File: src/rtl/cpu_trace_monitor.sv
// Write-back stage observer: per-run performance counters plus a
// ready/valid trace FIFO of retired instructions. A run ends with a fixed
// drain window after end_program, after which all results freeze.
module cpu_trace_monitor #(
  parameter int XLEN         = 64,
  parameter int PC_W         = 32,
  parameter int COUNT_W      = 32,
  parameter int FIFO_DEPTH   = 8,
  parameter int DRAIN_CYCLES = 5
) (
  input  logic                        clk,
  input  logic                        reset,
  input  logic                        start,
  input  logic                        wb_valid,
  input  logic [PC_W-1:0]             wb_pc,
  input  logic [31:0]                 wb_instruction,
  input  logic                        wb_reg_write,
  input  logic [4:0]                  wb_rd,
  input  logic [XLEN-1:0]             wb_data,
  input  logic                        stall,
  input  logic                        flush,
  input  logic                        end_program,
  output logic [1:0]                  state,
  output logic                        done,
  output logic [COUNT_W-1:0]          cycle_count,
  output logic [COUNT_W-1:0]          instret_count,
  output logic [COUNT_W-1:0]          stall_count,
  output logic [COUNT_W-1:0]          flush_count,
  output logic                        trace_valid,
  input  logic                        trace_ready,
  output logic [PC_W+32+5+XLEN-1:0]   trace_data,
  output logic                        trace_overflow
);

  localparam int TW = PC_W + 32 + 5 + XLEN;
  localparam int AW = $clog2(FIFO_DEPTH);
  localparam int OW = AW + 1;
  localparam int DW = (DRAIN_CYCLES > 1) ? $clog2(DRAIN_CYCLES) : 1;

  typedef enum logic [1:0] {
    S_IDLE  = 2'b00,
    S_RUN   = 2'b01,
    S_DRAIN = 2'b10,
    S_DONE  = 2'b11
  } state_e;

  state_e               state_q, state_d;
  logic [DW-1:0]        drain_cnt_q, drain_cnt_d;
  logic [COUNT_W-1:0]   cycle_q, cycle_d;
  logic [COUNT_W-1:0]   instret_q, instret_d;
  logic [COUNT_W-1:0]   stall_q, stall_d;
  logic [COUNT_W-1:0]   flush_q, flush_d;
  logic [TW-1:0]        mem_q [FIFO_DEPTH];
  logic [TW-1:0]        mem_d [FIFO_DEPTH];
  logic [AW-1:0]        wr_ptr_q, wr_ptr_d;
  logic [AW-1:0]        rd_ptr_q, rd_ptr_d;
  logic [OW-1:0]        occ_q, occ_d;
  logic                 overflow_q, overflow_d;

  logic                 active;
  logic                 retire;
  logic                 fifo_full;
  logic                 pop;
  logic                 push;
  logic [TW-1:0]        record;

  function automatic logic [COUNT_W-1:0] sat_inc(input logic [COUNT_W-1:0] v);
    return (v == '1) ? v : v + COUNT_W'(1);
  endfunction

  // Decode of the current cycle's events and the record that would be captured
  always_comb begin
    active    = (state_q == S_RUN) || (state_q == S_DRAIN);
    retire    = wb_valid && (wb_instruction != '0);
    fifo_full = (occ_q == OW'(FIFO_DEPTH));
    pop       = (occ_q != '0) && trace_ready;
    if (wb_reg_write && (wb_rd != '0))
      record = {wb_pc, wb_instruction, wb_rd, wb_data};
    else
      record = {wb_pc, wb_instruction, 5'd0, {XLEN{1'b0}}};
  end

  // Next-state for FSM, counters and FIFO; start overrides everything, so a
  // restart discards that cycle's events and any pop on the same edge
  always_comb begin
    state_d     = state_q;
    drain_cnt_d = drain_cnt_q;
    cycle_d     = cycle_q;
    instret_d   = instret_q;
    stall_d     = stall_q;
    flush_d     = flush_q;
    mem_d       = mem_q;
    wr_ptr_d    = wr_ptr_q;
    rd_ptr_d    = rd_ptr_q;
    occ_d       = occ_q;
    overflow_d  = overflow_q;
    push        = 1'b0;

    if (start) begin
      state_d     = S_RUN;
      drain_cnt_d = '0;
      cycle_d     = '0;
      instret_d   = '0;
      stall_d     = '0;
      flush_d     = '0;
      wr_ptr_d    = '0;
      rd_ptr_d    = '0;
      occ_d       = '0;
      overflow_d  = 1'b0;
    end else begin
      if (active) begin
        cycle_d = sat_inc(cycle_q);
        if (stall) stall_d = sat_inc(stall_q);
        if (flush) flush_d = sat_inc(flush_q);
        if (retire) begin
          instret_d = sat_inc(instret_q);
          if (!fifo_full || pop) push = 1'b1;
          else                   overflow_d = 1'b1;
        end
      end

      if (push) begin
        mem_d[wr_ptr_q] = record;
        wr_ptr_d        = wr_ptr_q + AW'(1);
      end
      if (pop) rd_ptr_d = rd_ptr_q + AW'(1);

      if (push && !pop)      occ_d = occ_q + OW'(1);
      else if (!push && pop) occ_d = occ_q - OW'(1);

      case (state_q)
        S_RUN: begin
          if (end_program) begin
            state_d     = S_DRAIN;
            drain_cnt_d = DW'(DRAIN_CYCLES - 1);
          end
        end
        S_DRAIN: begin
          if (drain_cnt_q == '0) state_d = S_DONE;
          else                   drain_cnt_d = drain_cnt_q - DW'(1);
        end
        default: ;
      endcase
    end
  end

  // State, counter and FIFO registers with asynchronous active-low reset
  always_ff @(posedge clk or negedge reset) begin
    if (!reset) begin
      state_q     <= S_IDLE;
      drain_cnt_q <= '0;
      cycle_q     <= '0;
      instret_q   <= '0;
      stall_q     <= '0;
      flush_q     <= '0;
      mem_q       <= '{default: '0};
      wr_ptr_q    <= '0;
      rd_ptr_q    <= '0;
      occ_q       <= '0;
      overflow_q  <= 1'b0;
    end else begin
      state_q     <= state_d;
      drain_cnt_q <= drain_cnt_d;
      cycle_q     <= cycle_d;
      instret_q   <= instret_d;
      stall_q     <= stall_d;
      flush_q     <= flush_d;
      mem_q       <= mem_d;
      wr_ptr_q    <= wr_ptr_d;
      rd_ptr_q    <= rd_ptr_d;
      occ_q       <= occ_d;
      overflow_q  <= overflow_d;
    end
  end

  assign state          = state_q;
  assign done           = (state_q == S_DONE);
  assign cycle_count    = cycle_q;
  assign instret_count  = instret_q;
  assign stall_count    = stall_q;
  assign flush_count    = flush_q;
  assign trace_valid    = (occ_q != '0);
  assign trace_data     = trace_valid ? mem_q[rd_ptr_q] : '0;
  assign trace_overflow = overflow_q;

endmodule

File: config.mk
export PLATFORM = sky130hd
export DESIGN_NAME = cpu_trace_monitor
export DESIGN_NICKNAME = d
export VERILOG_FILES = /design/src/rtl/cpu_trace_monitor.sv
export SDC_FILE = /design/constraint.sdc
export NUM_CORES = 2
export LEC_CHECK = 0
export BUFFER_PORTS_ARGS = -buffer_cell sky130_fd_sc_hd__buf_2
export CORE_UTILIZATION = 55
export CTS_CLUSTER_SIZE = 30
export DETAILED_ROUTE_END_ITERATION = 16
export PLACE_DENSITY = 0.77
export SYNTH_ARGS = -nofsm -noshare
export SYNTH_HDL_FRONTEND = slang
export SYNTH_SLANG_ARGS = --single-unit
File: constraint.sdc
create_clock -name clk -period 2.8 [get_ports clk]
set_input_delay 0.42 -clock clk [delete_from_list [all_inputs] [get_ports clk]]
set_output_delay 0.42 -clock clk [all_outputs]
set_load 0.005 [all_outputs]
**Yosys cells after proc, flatten, opt, wreduce, memory -nomap -nowiden**

Cells that the tools add are included.

- Register bits: 1,208
- Latch bits: 0
- Memory bits (writable): 0
- ROM bits: 0
- Input bits: 142
- Output and inout bits: 266
- Logic and storage cells: 126
- Memories kept: 0

- $add $sub $neg: 9
- Multipliers: 0
- Div/mod/pow operators: 0
- Order comparisons: 3
- Eq/ne operators: 16
- Shift operators: 0
- Mux-type cells: 46
- Bitwise operators: 3
- Reduce and logical (&&, ||, !) cells: 31

Operators by type and width:

| kind | number |
|---|---|
| bitwise mux 1064 bit | 1 |
| two-way mux 133 bit | 4 |
| two-way mux 32 bit | 15 |
| binary-select mux 133 bit (select 3 bit) | 1 |
| demux 133 bit (select 3 bit) | 1 |
| adder 32 x 1 -> 32 bit, second input constant | 4 |
| == test 32 bit, second input constant | 4 |
| two-way mux 69 bit | 1 |
| nonzero test 32 bit | 1 |
| two-way mux 3 bit | 7 |
| AND reduction 3 bit | 6 |
| two-way mux 4 bit | 3 |
| nonzero test 2 bit | 6 |
| != test 2 bit, second input constant | 5 |
| >= comparator 4 bit, second input constant | 2 |
| two-way mux 1 bit | 8 |
| NOT 3 -> 4 bit | 2 |
| adder 3 x 1 -> 3 bit, second input constant | 2 |
| logical AND 1 bit | 6 |
| two-way mux 2 bit | 3 |
| != test 3 bit, second input constant | 2 |
| case mux 3 bit (2 select lines) | 1 |
| nonzero test 3 bit | 2 |
| nonzero test 5 bit | 1 |
| 15 further kinds | 20 |

**Longest topological paths before layout**

- Depth in word-level cells: 12
- Depth in mapped cells: 12
- Depth with buffers taken out: 11

**Least setup slack after synthesis**

Ideal clock, no wire load.

- Path type: reg2reg
- Start point: register state_q[0], in the netlist state[0]
- End point: register occ_q[3]
- Library setup time: 0.116 ns
- Arrival time: 2.822 ns
- Data required time: 2.684 ns
- Slack: -0.138 ns
- Stages on the path, launching flop included: 13
- Buffers on the path: 1
- Clock period less this slack: 2.938 ns
- Cells stage by stage: dfrtp_1 > inv_1 > ha_1 > nor2b_1 > o21a_1 > clkbuf_1 > nand3_1 > ha_1 > a21o_1 > a211oi_1 > nor3b_1 > o22ai_1 > o311ai_0

- Word-level cells in the longest chain between the ends: 7
- Elaborated cells between the ends (all ways): 11
- Classes of those cells: eq/ne: 2; mux: 4; reduce/logical: 5

RTL lines:

| element | RTL line | source |
|---|---|---|
| start, declared | 47 | `state_e state_q, state_d;` |
| start signal, assigned | 162 | `state_q <= state_d;` |
| == test 2 x 1 -> 1 bit / == test 2 bit (equally long branches) | 73 | `active = (state_q == S_RUN) \|\| (state_q == S_DRAIN);` |
| logical OR 1 bit (*) | 73 |  |
| two-way mux 1 bit (*) | 111 | `if (active) begin` |
| two-way mux 1 bit (*) | 99 | `if (start) begin` |
| logical AND 1 bit / logical NOT 1 bit (equally long branches) | 128, 129 |  |
| two-way mux 4 bit / logical AND 1 bit (equally long branches) | 128, 129 |  |
| two-way mux 4 bit / nonzero test 3 bit (equally long branches) | n/a |  |
| end signal, assigned | 159 | `occ_q <= '0;` |
| end signal, assigned | 171 | `occ_q <= occ_d;` |
| end, declared | 57 | `logic [OW-1:0] occ_q, occ_d;` |

Mark *: on every way between the ends. The rest lies on a longest branch, timed or not. The select of a mux whose other input is x is not followed.
A chain may end at the register's enable or synchronous reset.

**Final worst setup path**

- Start point: register rd_ptr_q[0]
- End point: output port trace_data[40]

- Word-level cells in the longest chain between the ends: 5

RTL lines:

| element | RTL line | source |
|---|---|---|
| start, declared | 56 | `logic [AW-1:0] rd_ptr_q, rd_ptr_d;` |
| start signal, assigned | 170 | `rd_ptr_q <= rd_ptr_d;` |
| NOT 3 -> 4 bit (not written as such) | 183 | `assign trace_data = trace_valid ? mem_q[rd_ptr_q] : '0;` |
| binary-select mux 133 bit (select 3 bit) | 183 |  |
| two-way mux 133 bit (not written as such) (2 in a row) | 183 |  |
| two-way mux 133 bit | 183 |  |
| end, declared | 31 | `output logic [PC_W+32+5+XLEN-1:0] trace_data,` |

No other way between the ends. The select of a mux whose other input is x is not followed.

==> impl_results.md <==
* Required time worst endpoint at 2.38 ns
* Vias at 36300
* Vias in the first global route at 38300
* Critical path endpoint category: output pin
* Worst slew margin at 50.3%
* Core Region at 102000 um^2
* Layout cells sized above 1 at 49.3%
* Post-Place Setup Slack at -0.336 ns
* Dpl hpwl at about 89000 um
* Reg2reg end: cycle_count[24]
* DIE WIDTH at 324 um
* Post-synth EDFFs at 0
* Leak pwr at 31.8 nW
* CP Class: reg -> out
* H-tree depth at 4
* Status: complete, but fails checks
* Final WL at around 140000 um
* Port Buf Inserts at around 400
* Max_cap viols at 0
* GP Congestion at 0.849
* Register area share after synthesis at a little over half
* Critical Path Start Type: register
* Warnings from Yosys at 0
* Grt total ovfl at 0
* Reg clk slew, reported paths at 0.06 ns
* CTS Sinks at 1208
* Main synth FF type: dfrtp_1
* Compound-cell area share of the yosys netlist at 2.38%
* Worst Hold Class: in -> reg
* Least-Margin Pin Slew at around 0.75 ns
* Initial antenna violation count at 5
* Largest net degree at the start of global routing at 90
* Clk_lat worst skew at 0.75 ns
* Pre-Repair DR Iteration Count at 5
* Row cnt at between 100 and 150
* Routed length per placed instance at ~24 um
* First-pass GRT wire length at 225000 um
* Post-layout min period at 3.10 ns
* Peak Freq at 0.323 GHz
* Drt drc at 0
* Area share of fa/ha/maj cells after synthesis at 0.321%
* Initial Utilization at 55.7%
* R2R Path Start: state[0]
* CTS Buffer Depth at 3
* Mapped Nets at 4142
* RSZ-0062 raised after global routing: true
* Worst EP arrival at 2.68 ns
* Die area at 105000 um^2
* Failing checks: setup timing
* Worst Setup EP: trace_data[40]
* Global Route Usage Sum at around 28%
* Placed inst area at 62100 um^2
* Syn Area/Cell at 14.3 um^2
* Final Hold Fails at 0
* Final Cell Area at between 60000 and 70000 um^2
* Post-Syn Instances at 3986
* Pwr dens at 786 nW/um^2
* TritonCTS clock tree: done
* Multiplexer share of the synthesized area at 34.4%
* Die height at 324 um
* Num CTS Buffers at 130
* R2R depth at 9
* Boundary Pins at 408
* Vias per cell at 6.06
* Routed Antenna Nets at 0
* Cell variety after synth at 68
* Area grow syn2layout at 20.9%
* Total power at 0.0540 W
* Slew Viols, Final at 0
* Final setup fails at 133
* Post-Synth XOR/XNOR Area at 0.539%
* CP Max Fanout at 8
* Peak VDD IR at 0.000643 V
* First-iteration detailed-routing DRC count at 2421
* Worst reg-to-reg setup slack at 0.13 ns
* Clock root cell: clkbuf_16
* Critical path startpoint: rd_ptr_q[0]
* Seq cells post-synth at 1208
* Nets at ~4700
* Largest family of logic cells by synthesized area: multiplexers
* Tcrit/Tclk final at 111%
* Fin worst setup slack at -0.297 ns
* Final clock skew at 0.0382 ns
* Asr flop ratio synth at 100%
* Cell Area, Synth at 56900 um^2
* Hold depth at 3
* Post-synthesis simple-gate area fraction at 6.35%
[timing repair]
action | in CTS | in global routing
buffers inserted | 38 | 8
resized for setup | 119 | 52
pin swaps | 9 | 36
gates cloned | 22 | 7
hold buffers | 40 | 0
endpoints found under the setup margin | 533 | 193
hold endpoints to repair | 302 | 0
[critical path: stages (launching register included)]
cell,delay [ns]
dfrtp_4,0.46
buf_12,0.18
buf_8,0.15
buf_16,0.16
mux4_2,0.56
mux2i_2,0.20
nor2_1,0.08
buf_2,0.13
[cell families after synthesis]
group,after synthesis
muxes,1486
DFF,1208
and+or+nand+nor,676
buffers and inverters,355
AOI/OAI and AO/OA,212
xor gates and xnor gates,35
adders and majority gates,14
[synthesized netlist by cell type (all sizes together) (20+ instances only)]
| cell type | n | share of area (%) |
|---|---|---|
| dfrtp | 1208 | 53 |
| mux2 | 1085 | 21 |
| mux4 | 266 | 11 |
| nor2 | 225 | 1.5 |
| clkbuf | 173 | 1.1 |
| buf | 159 | 1.6 |
| mux2i | 135 | 2.4 |
| a21oi | 78 | 0.69 |
| and2 | 77 | 0.85 |
| nand2 | 61 | 0.40 |
| nand3 | 53 | 0.47 |
| nand4 | 51 | 0.59 |
| nor4 | 40 | 0.49 |
| o21ai | 38 | 0.34 |
| or3 | 37 | 0.41 |
| or4 | 33 | 0.44 |
| o31ai | 28 | 0.37 |
| inv | 23 | 0.15 |
| xnor2 | 23 | 0.35 |
| nor2b | 22 | 0.26 |
| nor3 | 20 | 0.21 |
[cells in the final DEF, fill, tap and decap left out, drive strengths merged, types with 37 or more instances in the layout]
cell         instances
dlygate4sd3         40
nand4               51
mux2i              135
buf                691
mux4               266
mux2              1085
clkbuf             195
o21ai               38
nand2               61
dfrtp             1208
nand3               53
or3                 37
a21oi               78
and2                77
nor2               225
nor4                40
[layer usage]
| metal | routed length (um) | vias up | GRT usage (%) |
|---|---|---|---|
| met3 | 6120 | 283 | 3.98 |
| met1 | 61100 | 19300 | 37.7 |
| met5 | 22 | - | 0 |
| met2 | 72000 | 899 | 46.1 |
| met4 | 5040 | 4 | 10.8 |
| li1 | - | 15900 | - |
[flip-flops by register name, indices dropped and copies added (netlist names)]
name	flops
stall_count	32
mem_q	1064
trace_overflow	1
occ_q	4
flush_count	32
wr_ptr_q	3
rd_ptr_q	3
instret_count	32
cycle_count	32
state	2
drain_cnt_q	3
[area by class of cell]
cell class / instances / area [um^2]
fill: 6966 / 33400
sequential: 1208 / 30200
multi-input combinational: 2423 / 25500
timing repair buffer: 739 / 6830
clock buffer: 188 / 3890
tap: 1368 / 1710
clock inverter: 41 / 492
inverter: 23 / 86.3
antenna: 1 / 2.50
[stage by stage]
stage | util, % | cells | setup TNS (ns) | hold slack [ns]
2_1_floorplan | - | 3986 | 0 | 0.124
3_3_place_gp | 60.7 | 5651 | -115.14 | 0.466
3_5_place_dp | 60.7 | 5651 | -122.88 | 0.477
4_1_cts | 66.9 | 5980 | -36.13 | 0.00676
5_1_grt | 67.3 | 5991 | -42.18 | 0.0466
6_report | 67.3 | 5991 | -29.15 | 0.0693
[worst min-delay path by stage]
stage | slack, ns | end | start
after global routing | 0.05 | mem_q[526] | wb_pc[26]
after floorplan | 0.12 | cycle_count[0] | reset
final | 0.07 | mem_q[339] | wb_instruction[4]
after global placement | 0.47 | drain_cnt_q[1] | drain_cnt_q[1]
after detailed placement | 0.48 | mem_q[198] | mem_q[198]
after CTS | 0.007 | mem_q[260] | wb_pc[26]
[report_power, final]
part	switching (W)	leakage [nW]	total [W]	internal, W
clock	0.00728	2.16	0.0174	0.0101
sequential	0.00148	16.3	0.0218	0.0203
combinational	0.00670	13.3	0.0148	0.00814
total	0.0155	31.8	0.0540	0.0386
Note: power is estimated with default switching activity, not from simulation.
